$ cat config.mk
export PLATFORM = sky130hd
export DESIGN_NAME = csd_shift_add_mul_flat
export DESIGN_NICKNAME = d
export VERILOG_FILES = /design/src/rtl/csd_pkg.sv /design/src/rtl/csd_shift_add_mul_if.sv /design/src/rtl/csd_term_gen.sv /design/src/rtl/csd_shift_add_mul.sv /design/src/flat_wrapper.sv
export SDC_FILE = /design/constraint.sdc
export NUM_CORES = 1
export LEC_CHECK = 0
export CAP_MARGIN = 20
export CORE_MARGIN = 8
export CORE_UTILIZATION = 40
export DETAILED_ROUTE_END_ITERATION = 8
export SLEW_MARGIN = 5
export SYNTH_ARGS = -nofsm -noshare
export SYNTH_HDL_FRONTEND = slang
export SYNTH_HIERARCHICAL = 1
export SYNTH_SLANG_ARGS = --single-unit
$ cat constraint.sdc
create_clock -name clk -period 4.11 [get_ports clk]
set_input_delay 1.233 -clock clk [delete_from_list [all_inputs] [get_ports clk]]
set_output_delay 1.233 -clock clk [all_outputs]
set_load 0.02 [all_outputs]
$ cat src/rtl/csd_pkg.sv
// Shared types and sizes for the CSD shift-and-add multiplier and its converter.
package csd_pkg;

  localparam int DATA_W = 8;
  localparam int DIGITS = 16;
  localparam int POS_W  = $clog2(DIGITS);
  localparam int ACC_W  = DATA_W + DIGITS + 1;
  localparam int OUT_W  = 16;

  typedef enum logic [2:0] {
    IDLE,
    LOAD,
    FETCH,
    ACC,
    DONE
  } state_e;

  // Digit-sign encoding shared with the converter: 0, +1, -1 (two's complement).
  typedef enum logic [1:0] {
    DIG_ZERO = 2'b00,
    DIG_POS  = 2'b01,
    DIG_NEG  = 2'b11
  } digit_e;

endpackage

$ cat src/rtl/csd_shift_add_mul_if.sv
// Handshake, operand and K-list bus between the multiplier and its neighbours.
interface csd_shift_add_mul_if;
  import csd_pkg::*;

  logic                     start;
  logic signed [DATA_W-1:0] x;
  logic [POS_W:0]           numK;
  logic                     kRe;
  logic [POS_W-1:0]         kAddr;
  logic [POS_W-1:0]         kPos;
  logic                     kNeg;
  logic signed [OUT_W-1:0]  product;
  logic                     done;
  logic                     busy;
  logic                     ovf;

  modport master (
    output start, x, numK, kPos, kNeg,
    input  kRe, kAddr, product, done, busy, ovf
  );

  modport slave (
    input  start, x, numK, kPos, kNeg,
    output kRe, kAddr, product, done, busy, ovf
  );

endinterface

$ cat src/rtl/csd_term_gen.sv
// One partial product: the sign-extended operand shifted to a digit position, negated for a -1 digit.
module csd_term_gen
  import csd_pkg::*;
(
  input  logic signed [ACC_W-1:0] x_ext,
  input  logic [POS_W-1:0]        pos,
  input  logic                    neg,
  output logic signed [ACC_W-1:0] term
);

  digit_e                  digit;
  logic signed [ACC_W-1:0] shifted;

  assign digit   = neg ? DIG_NEG : DIG_POS;
  assign shifted = x_ext <<< pos;

  always_comb begin
    case (digit)
      DIG_POS: term = shifted;
      DIG_NEG: term = -shifted;
      default: term = '0;
    endcase
  end

endmodule

$ cat src/rtl/csd_shift_add_mul.sv
// Sequential CSD constant multiplier: one shift-and-add/subtract per nonzero digit read from the K list.
// Optional saturation of the product and a sticky ovf flag when CSD_MUL_SAT_EN is defined.
module csd_shift_add_mul
  import csd_pkg::*;
(
  input logic                clk,
  input logic                reset,
  csd_shift_add_mul_if.slave bus
);

  localparam logic [POS_W:0] NUM_MAX = (POS_W+1)'(DIGITS);

  state_e                  state_q, state_d;
  logic signed [ACC_W-1:0] x_q, x_d;
  logic signed [ACC_W-1:0] acc_q, acc_d;
  logic signed [ACC_W-1:0] term, acc_sum;
  logic [POS_W:0]          num_q, num_d;
  logic [POS_W:0]          idx_q, idx_d, idx_inc;
  logic                    kre_q, kre_d;
  logic [POS_W-1:0]        kaddr_q, kaddr_d;
  logic [OUT_W-1:0]        prod_q, prod_d, fin_prod;
  logic                    done_q, done_d;
  logic                    busy_q, busy_d;
  logic                    last_acc;

  csd_term_gen u_term_gen (
    .x_ext (x_q),
    .pos   (bus.kPos),
    .neg   (bus.kNeg),
    .term  (term)
  );

  assign acc_sum  = acc_q + term;
  assign idx_inc  = idx_q + (POS_W+1)'(1);
  assign last_acc = (state_q == ACC) && (idx_inc == num_q);

`ifdef CSD_MUL_SAT_EN
  localparam logic signed [ACC_W-1:0] SAT_MAX = ACC_W'((1 << (OUT_W-1)) - 1);
  localparam logic signed [ACC_W-1:0] SAT_MIN = ~SAT_MAX;

  logic fin_sat;
  logic ovf_q, ovf_d;

  always_comb begin
    fin_sat = 1'b1;
    if (acc_sum > SAT_MAX) begin
      fin_prod = {1'b0, {(OUT_W-1){1'b1}}};
    end else if (acc_sum < SAT_MIN) begin
      fin_prod = {1'b1, {(OUT_W-1){1'b0}}};
    end else begin
      fin_prod = acc_sum[OUT_W-1:0];
      fin_sat  = 1'b0;
    end
  end

  // Cleared by an accepted start, set when the final accumulation saturates.
  always_comb begin
    ovf_d = ovf_q;
    if (state_q == IDLE && bus.start) begin
      ovf_d = 1'b0;
    end else if (last_acc) begin
      ovf_d = ovf_q | fin_sat;
    end
  end

  always_ff @(posedge clk or negedge reset) begin
    if (!reset) begin
      ovf_q <= 1'b0;
    end else begin
      ovf_q <= ovf_d;
    end
  end

  assign bus.ovf = ovf_q;
`else
  assign fin_prod = acc_sum[OUT_W-1:0];
  assign bus.ovf  = 1'b0;
`endif

  always_comb begin
    // NOTE: every output of this block gets a default first so no path leaves a value unassigned (no latches).
    state_d = state_q;
    x_d     = x_q;
    acc_d   = acc_q;
    num_d   = num_q;
    idx_d   = idx_q;
    kre_d   = 1'b0;
    kaddr_d = kaddr_q;
    prod_d  = prod_q;
    done_d  = 1'b0;

    unique case (state_q)
      IDLE: begin
        if (bus.start) begin
          state_d = LOAD;
          x_d     = {{(ACC_W-DATA_W){bus.x[DATA_W-1]}}, bus.x};
          num_d   = (bus.numK > NUM_MAX) ? NUM_MAX : bus.numK;
          acc_d   = '0;
          idx_d   = '0;
        end
      end
      LOAD: begin
        if (num_q == '0) begin
          state_d = DONE;
          done_d  = 1'b1;
          prod_d  = '0;
        end else begin
          state_d = FETCH;
          kre_d   = 1'b1;
          kaddr_d = idx_q[POS_W-1:0];
        end
      end
      FETCH: state_d = ACC;
      ACC: begin
        acc_d = acc_sum;
        idx_d = idx_inc;
        if (last_acc) begin
          state_d = DONE;
          done_d  = 1'b1;
          prod_d  = fin_prod;
        end else begin
          state_d = FETCH;
          kre_d   = 1'b1;
          kaddr_d = idx_inc[POS_W-1:0];
        end
      end
      DONE:    state_d = IDLE;
      default: state_d = IDLE;
    endcase

    busy_d = (state_d != IDLE);
  end

  always_ff @(posedge clk or negedge reset) begin
    if (!reset) begin
      state_q <= IDLE;
      x_q     <= '0;
      acc_q   <= '0;
      num_q   <= '0;
      idx_q   <= '0;
      kre_q   <= 1'b0;
      kaddr_q <= '0;
      prod_q  <= '0;
      done_q  <= 1'b0;
      busy_q  <= 1'b0;
    end else begin
      // NOTE: non-blocking assignments so every flop samples the pre-edge values of the others.
      state_q <= state_d;
      x_q     <= x_d;
      acc_q   <= acc_d;
      num_q   <= num_d;
      idx_q   <= idx_d;
      kre_q   <= kre_d;
      kaddr_q <= kaddr_d;
      prod_q  <= prod_d;
      done_q  <= done_d;
      busy_q  <= busy_d;
    end
  end

  assign bus.kRe     = kre_q;
  assign bus.kAddr   = kaddr_q;
  assign bus.product = prod_q;
  assign bus.done    = done_q;
  assign bus.busy    = busy_q;

endmodule

$ cat src/flat_wrapper.sv
// flat-port wrapper written by rule: the top's interface ports become plain ports
module csd_shift_add_mul_flat import csd_pkg::*;
  (clk, reset, bus_start, bus_x, bus_numK, bus_kPos, bus_kNeg, bus_kRe, bus_kAddr, bus_product, bus_done, bus_busy, bus_ovf);
  csd_shift_add_mul_if bus_i ();
  input logic clk;
  input logic reset;
  input wire logic [$bits(bus_i.start)-1:0] bus_start;
  input wire logic [$bits(bus_i.x)-1:0] bus_x;
  input wire logic [$bits(bus_i.numK)-1:0] bus_numK;
  input wire logic [$bits(bus_i.kPos)-1:0] bus_kPos;
  input wire logic [$bits(bus_i.kNeg)-1:0] bus_kNeg;
  output wire logic [$bits(bus_i.kRe)-1:0] bus_kRe;
  output wire logic [$bits(bus_i.kAddr)-1:0] bus_kAddr;
  output wire logic [$bits(bus_i.product)-1:0] bus_product;
  output wire logic [$bits(bus_i.done)-1:0] bus_done;
  output wire logic [$bits(bus_i.busy)-1:0] bus_busy;
  output wire logic [$bits(bus_i.ovf)-1:0] bus_ovf;
  assign bus_i.start = bus_start;
  assign bus_i.x = bus_x;
  assign bus_i.numK = bus_numK;
  assign bus_i.kPos = bus_kPos;
  assign bus_i.kNeg = bus_kNeg;
  assign bus_kRe = bus_i.kRe;
  assign bus_kAddr = bus_i.kAddr;
  assign bus_product = bus_i.product;
  assign bus_done = bus_i.done;
  assign bus_busy = bus_i.busy;
  assign bus_ovf = bus_i.ovf;
  csd_shift_add_mul u_core (.clk(clk), .reset(reset), .bus(bus_i));
endmodule
After elaboration in Yosys (flattened, before gate mapping) --
Index checks and enable logic that the tools add are counted.
Word-level totals: bits in registers 69, latch bits 0, memory bits (writable) 0, ROM bits 0, input port bits 21, output and inout bits 24, word-level logic and storage cells 59, memories 0
Operators by class: add/subtract/negate cells 3, multipliers 0, divide/modulo/power cells 0, $lt $le $gt $ge 1, equality and inequality tests 11, shift operators 1, multiplexer cells 23, bitwise gates (word level) 0, reductions and logical operators 10
Operators by type and width (count):
- case mux 25 bit (2 select lines) | 2
- 2-to-1 mux 16 bit | 2
- case mux 16 bit (2 select lines) | 1
- adder 25 bit | 1
- 2-to-1 mux 25 bit | 1
- negation 25 bit | 1
- <<< shifter 8 x 4 -> 25 bit | 1
- case mux 3 bit (4 select lines) | 1
- 2-to-1 mux 5 bit | 2
- case mux 5 bit (2 select lines) | 1
- 2-to-1 mux 3 bit | 3
- 2-to-1 mux 4 bit | 2
- case mux 4 bit (2 select lines) | 1
- equality test 3 x 2 -> 1 bit (second input constant) | 2
- inequality test 2 bit (second input constant) | 3
- AND reduction 3 bit | 2
- adder 5 x 1 -> 5 bit (second input constant) | 1
- equality test 5 bit | 1
- greater-than comparator 5 bit (second input constant) | 1
- logical NOT 5 bit | 1
- 2-to-1 mux 1 bit | 4
- inequality test 2 x 1 -> 1 bit (second input constant) | 2
- case mux 1 bit (2 select lines) | 2
- AND reduction 2 bit | 2
- 8 further kinds | 9

Depth between registers and ports, before layout --
depth after elaboration 6, mapped depth 20, depth with buffers taken out 16

Hierarchy --
The synthesis kept the hierarchy.
By module, submodules not included:
- csd_shift_add_mul | times used 1, cells each 298, area each 3270.6 um^2, seq. area each 1501.4 um^2
- csd_term_gen | times used 1, cells each 245, area each 1996.9 um^2, seq. area each 0.0 um^2

Worst setup path after synthesis --
No wires, ideal clock.
path type input to register, start point in bus_kPos[3], end point reg u_core.prod_q[15] (netlist: u_core/bus.product[15]), library setup time 0.121 ns, arrival time 4.740 ns, data required time 3.989 ns, slack -0.751 ns, stages 19, buffers on the path 5, cell sequence buf_2 buf_2 buf_1 buf_1 nor3_1 inv_1 ha_1 nor2b_1 nand3_1 o21ai_0 xnor2_1 ha_1 clkbuf_1 a21oi_1 o21ai_0 a221oi_1 o21a_1 xnor3_1 a22o_1
On the way: longest elaborated chain between the ends 6
RTL lines:
- from (decl) | RTL line flat_wrapper.sv:10 | input wire logic [$bits(bus_i.kPos)-1:0] bus_kPos;
- <<< shifter 8 x 4 -> 25 bit (*) | RTL line csd_term_gen.sv:15 | assign shifted = x_ext <<< pos;
- negation 25 bit | RTL line csd_term_gen.sv:20 | DIG_NEG: term = -shifted;
- case mux 25 bit (2 select lines) (*) | RTL line csd_term_gen.sv:18 | case (digit)
- net u_core.term[0] | RTL line csd_shift_add_mul.sv:16 | logic signed [ACC_W-1:0] term, acc_sum;
- adder 25 bit (*) | RTL line csd_shift_add_mul.sv:33 | assign acc_sum = acc_q + term;
- 2-to-1 mux 16 bit (*) | RTL line csd_shift_add_mul.sv:117 | if (last_acc) begin
- case mux 16 bit (2 select lines) (*) | RTL line csd_shift_add_mul.sv:92 | unique case (state_q)
- to (signal assigned) | RTL line csd_shift_add_mul.sv:155 | prod_q <= prod_d;
- to (decl) | RTL line csd_shift_add_mul.sv:21 | logic [OUT_W-1:0] prod_q, prod_d, fin_prod;
Mark *: on every way through the listed nets, which the timed path passes. The rest lies on a longest branch. The select of a mux whose other input is x is not followed. A chain may end at the register's enable or synchronous reset.

Worst setup path after layout --
start point in bus_kPos[1], end point reg u_core.prod_q[15] (netlist: u_core/bus.product[15])
The elaborated chain is that of the path after synthesis.

==> flow_summary.yaml <==
run_status:
  status: "finished with violations"
  violations: "negative setup slack"
routing:
  drt-initial-drc-count: 189
  detail_route.wl_per_cell_um: 16.6
  via_per_inst: 5.36
  firstDrtPassIters: 4
  wirelength_mm: 12.4
  routed-via-count: 3995
  drc: 0
  ant_nets: 0
worst_hold_path:
  hold_end: "u_core/bus.busy"
  min-delay-start: "u_core/state_q[2]"
  hold_depth: 1
  hold_class: "flop to flop"
setup_path:
  r2r_cells: 14
  worstPathCellList: "buf_8, buf_6, mux4_2, mux2i_2, nor4b_4, buf_4, o211ai_1, nand2_1, xnor2_2, ha_1, and2_4, o31a_1, a221oi_2, o21a_4, xnor3_1, a22o_1"
  reg2reg_to: "u_core/bus.product[15]"
  arrival_ns: 4.57
  cp_slowest_cell: "mux4_2"
  crit_fanout: 4
  critPathLaunchType: "input port"
  worstPathRequired_ns: 4.32
  cp_top_family: "compound AO/OA/AOI/OAI gates"
  crit-reg2reg-launch: "u_core/x_q[7]"
  worst-r2r-setup-slack_ns: 0.18
  end_kind: "flop"
  crit_type: "input port to flop"
  worst-path-stages: 16
  crit_buf_inv: 3
  slowest_delay_ns: 0.53
place:
  place.gp.congestion: 0.859
  pre_cts_ws_ns: -1.11
  dp.cells: 718
  hpwlAfterDp_mm: 9.19
  portBuffers: 43
  place_area_um2: 5740
yosys:
  netlist_area_um2: 4600
  synth_fp_nets: 516
  yosys_warnings: 6
  synth_cells: 476
  syn_avg_cell_area_um2: 9.65
timing:
  tightest_slew_ns: 0.655
  skew_ns: 0.00433
  finalSetupViolCount: 5
  totalNegativeSetupSlack_ns: -0.580
  fmax_ghz: 0.230
  timing_hold_violations_final: 0
  drv_slew: 0
  holdWs_ns: 0.470
  fin_crit_sh_pct: 106
  fin_crit_ns: 4.36
  worst_slack_ns: -0.247
  rsz0062_at_grt: "yes"
  slew-limit-headroom_pct: 56.1
clocking:
  h-tree-depth: 3
  root_buffer: "clkbuf_16"
  cts_sinks: 60
  path_clk_slew_ns: 0.05
  ctsHoldBuffers: 0
  worstSkewPairLatency_ns: 0.32
  tritoncts: "yes"
  clk_path_buf_depth: 2
  numCtsBuffers: 9
power_and_ir_drop:
  power_frac_seq_pct: 21.6
  clockPowerShare_pct: 14.0
  power.switching_uw: 2090
  internal_power_uw: 3030
  max-vdd-ir-drop_v: 0.000470
  powerDensity_nw_per_um2: 786
  p_leak_uw: 0.00302
  p_comb_share_pct: 64.3
  switching_share_pct: 40.7
die:
  core_um2: 11300
  die_h_um: 123
  ios: 45
  placementRows: 39
  start_util_pct: 40.6
  dieArea_um2: 15200
  die_w_um: 123
global_routing:
  use_met2_pct: 27.7
  top_usage_layer: "met2"
  grt_max_degree: 45
  track_usage_pct: 16.6
  antenna_found_initial: 0
  grtUsageMet3_pct: 2.51
  grt_pass1_wl_mm: 20.1
  grt-ovfl-total: 0
  grt_use_met1_pct: 21.5
  grt_pass1_vias: 4023
layout:
  regArea_um2: 1500
  n_fill_cell: 994
  insertedDiodeCount: 0
  fin_cells: 745
  postLayoutCellArea_um2: 6510
  finalNetCount: 640
  multi_input_area_um2: 3220
  area_growth_pct: 41.7
  mostFrequentLayoutCell: "buf_4"
  final_layout_size_suffix_gt1_share_pct: 36.4
  layout_common_cells: "92 x buf_4, 60 x dfrtp_1, 41 x nand2_1, 38 x clkdlybuf4s50_1, 25 x o21ai_0"
flow_run:
  cap_viol_max_count: 0
## cell type report
class	count	area share, %
timing repair buffer	146	19.1
tap	143	2.75
clock inverter	3	0.615
inverter	19	1.33
multi-input combinational	364	49.5
sequential	60	23.1
clock buffer	10	3.67
## state kept, by name, indices dropped and copies added (netlist names)
| register | cells |
|---|---|
| u_core/acc_q | 16 |
| u_core/bus.product | 16 |
| u_core/x_q | 8 |
| u_core/idx_q | 5 |
| u_core/num_q | 5 |
| u_core/bus.kAddr | 4 |
| u_core/state_q | 3 |
| u_core/bus.busy | 1 |
| u_core/bus.done | 1 |
| u_core/bus.kRe | 1 |
## repair_timing
action / 4_1_cts / 5_1_grt
setup endpoints to repair: 24 / 22
pin swaps: 16 / 24
resized for setup: 55 / 40
gates cloned: 2 / 0
setup buffers: 11 / 2
## worst max-delay path by stage
| stage | startpoint | to | slack, ns |
|---|---|---|---|
| finish | bus_kPos[1] | u_core/bus.product[15] | -0.25 |
| global route | bus_kPos[1] | u_core/bus.product[15] | -0.37 |
| CTS | bus_kPos[1] | u_core/bus.product[15] | -0.22 |
| detailed placement | bus_kPos[1] | u_core/bus.product[15] | -1.11 |
| global placement | bus_kPos[1] | u_core/bus.product[15] | -1.03 |
| floorplan | bus_kPos[1] | u_core/bus.product[15] | -0.38 |
## power groups by stage
stage	clock network [µW]	logic, µW	registers [µW]
floorplan	0	1780	1110
global placement	0	2770	1090
detailed placement	0	2820	1100
CTS	742	3060	1100
global route	760	3560	1150
finish	718	3290	1110
## metal layers
metal	part of all wire, %	up-vias
li1	-	1958
met1	45	1945
met2	50	77
met3	3.5	15
met4	1.9	0
met5	0	-
## through the flow
step | power (µW) | utilization, %
after floorplan | 2880 | -
after global placement | 3860 | 50.7
after detailed placement | 3920 | 50.7
after CTS | 4900 | 55.2
after global routing | 5470 | 57.5
final | 5120 | 57.5
Power figures use the tool's default switching activity.
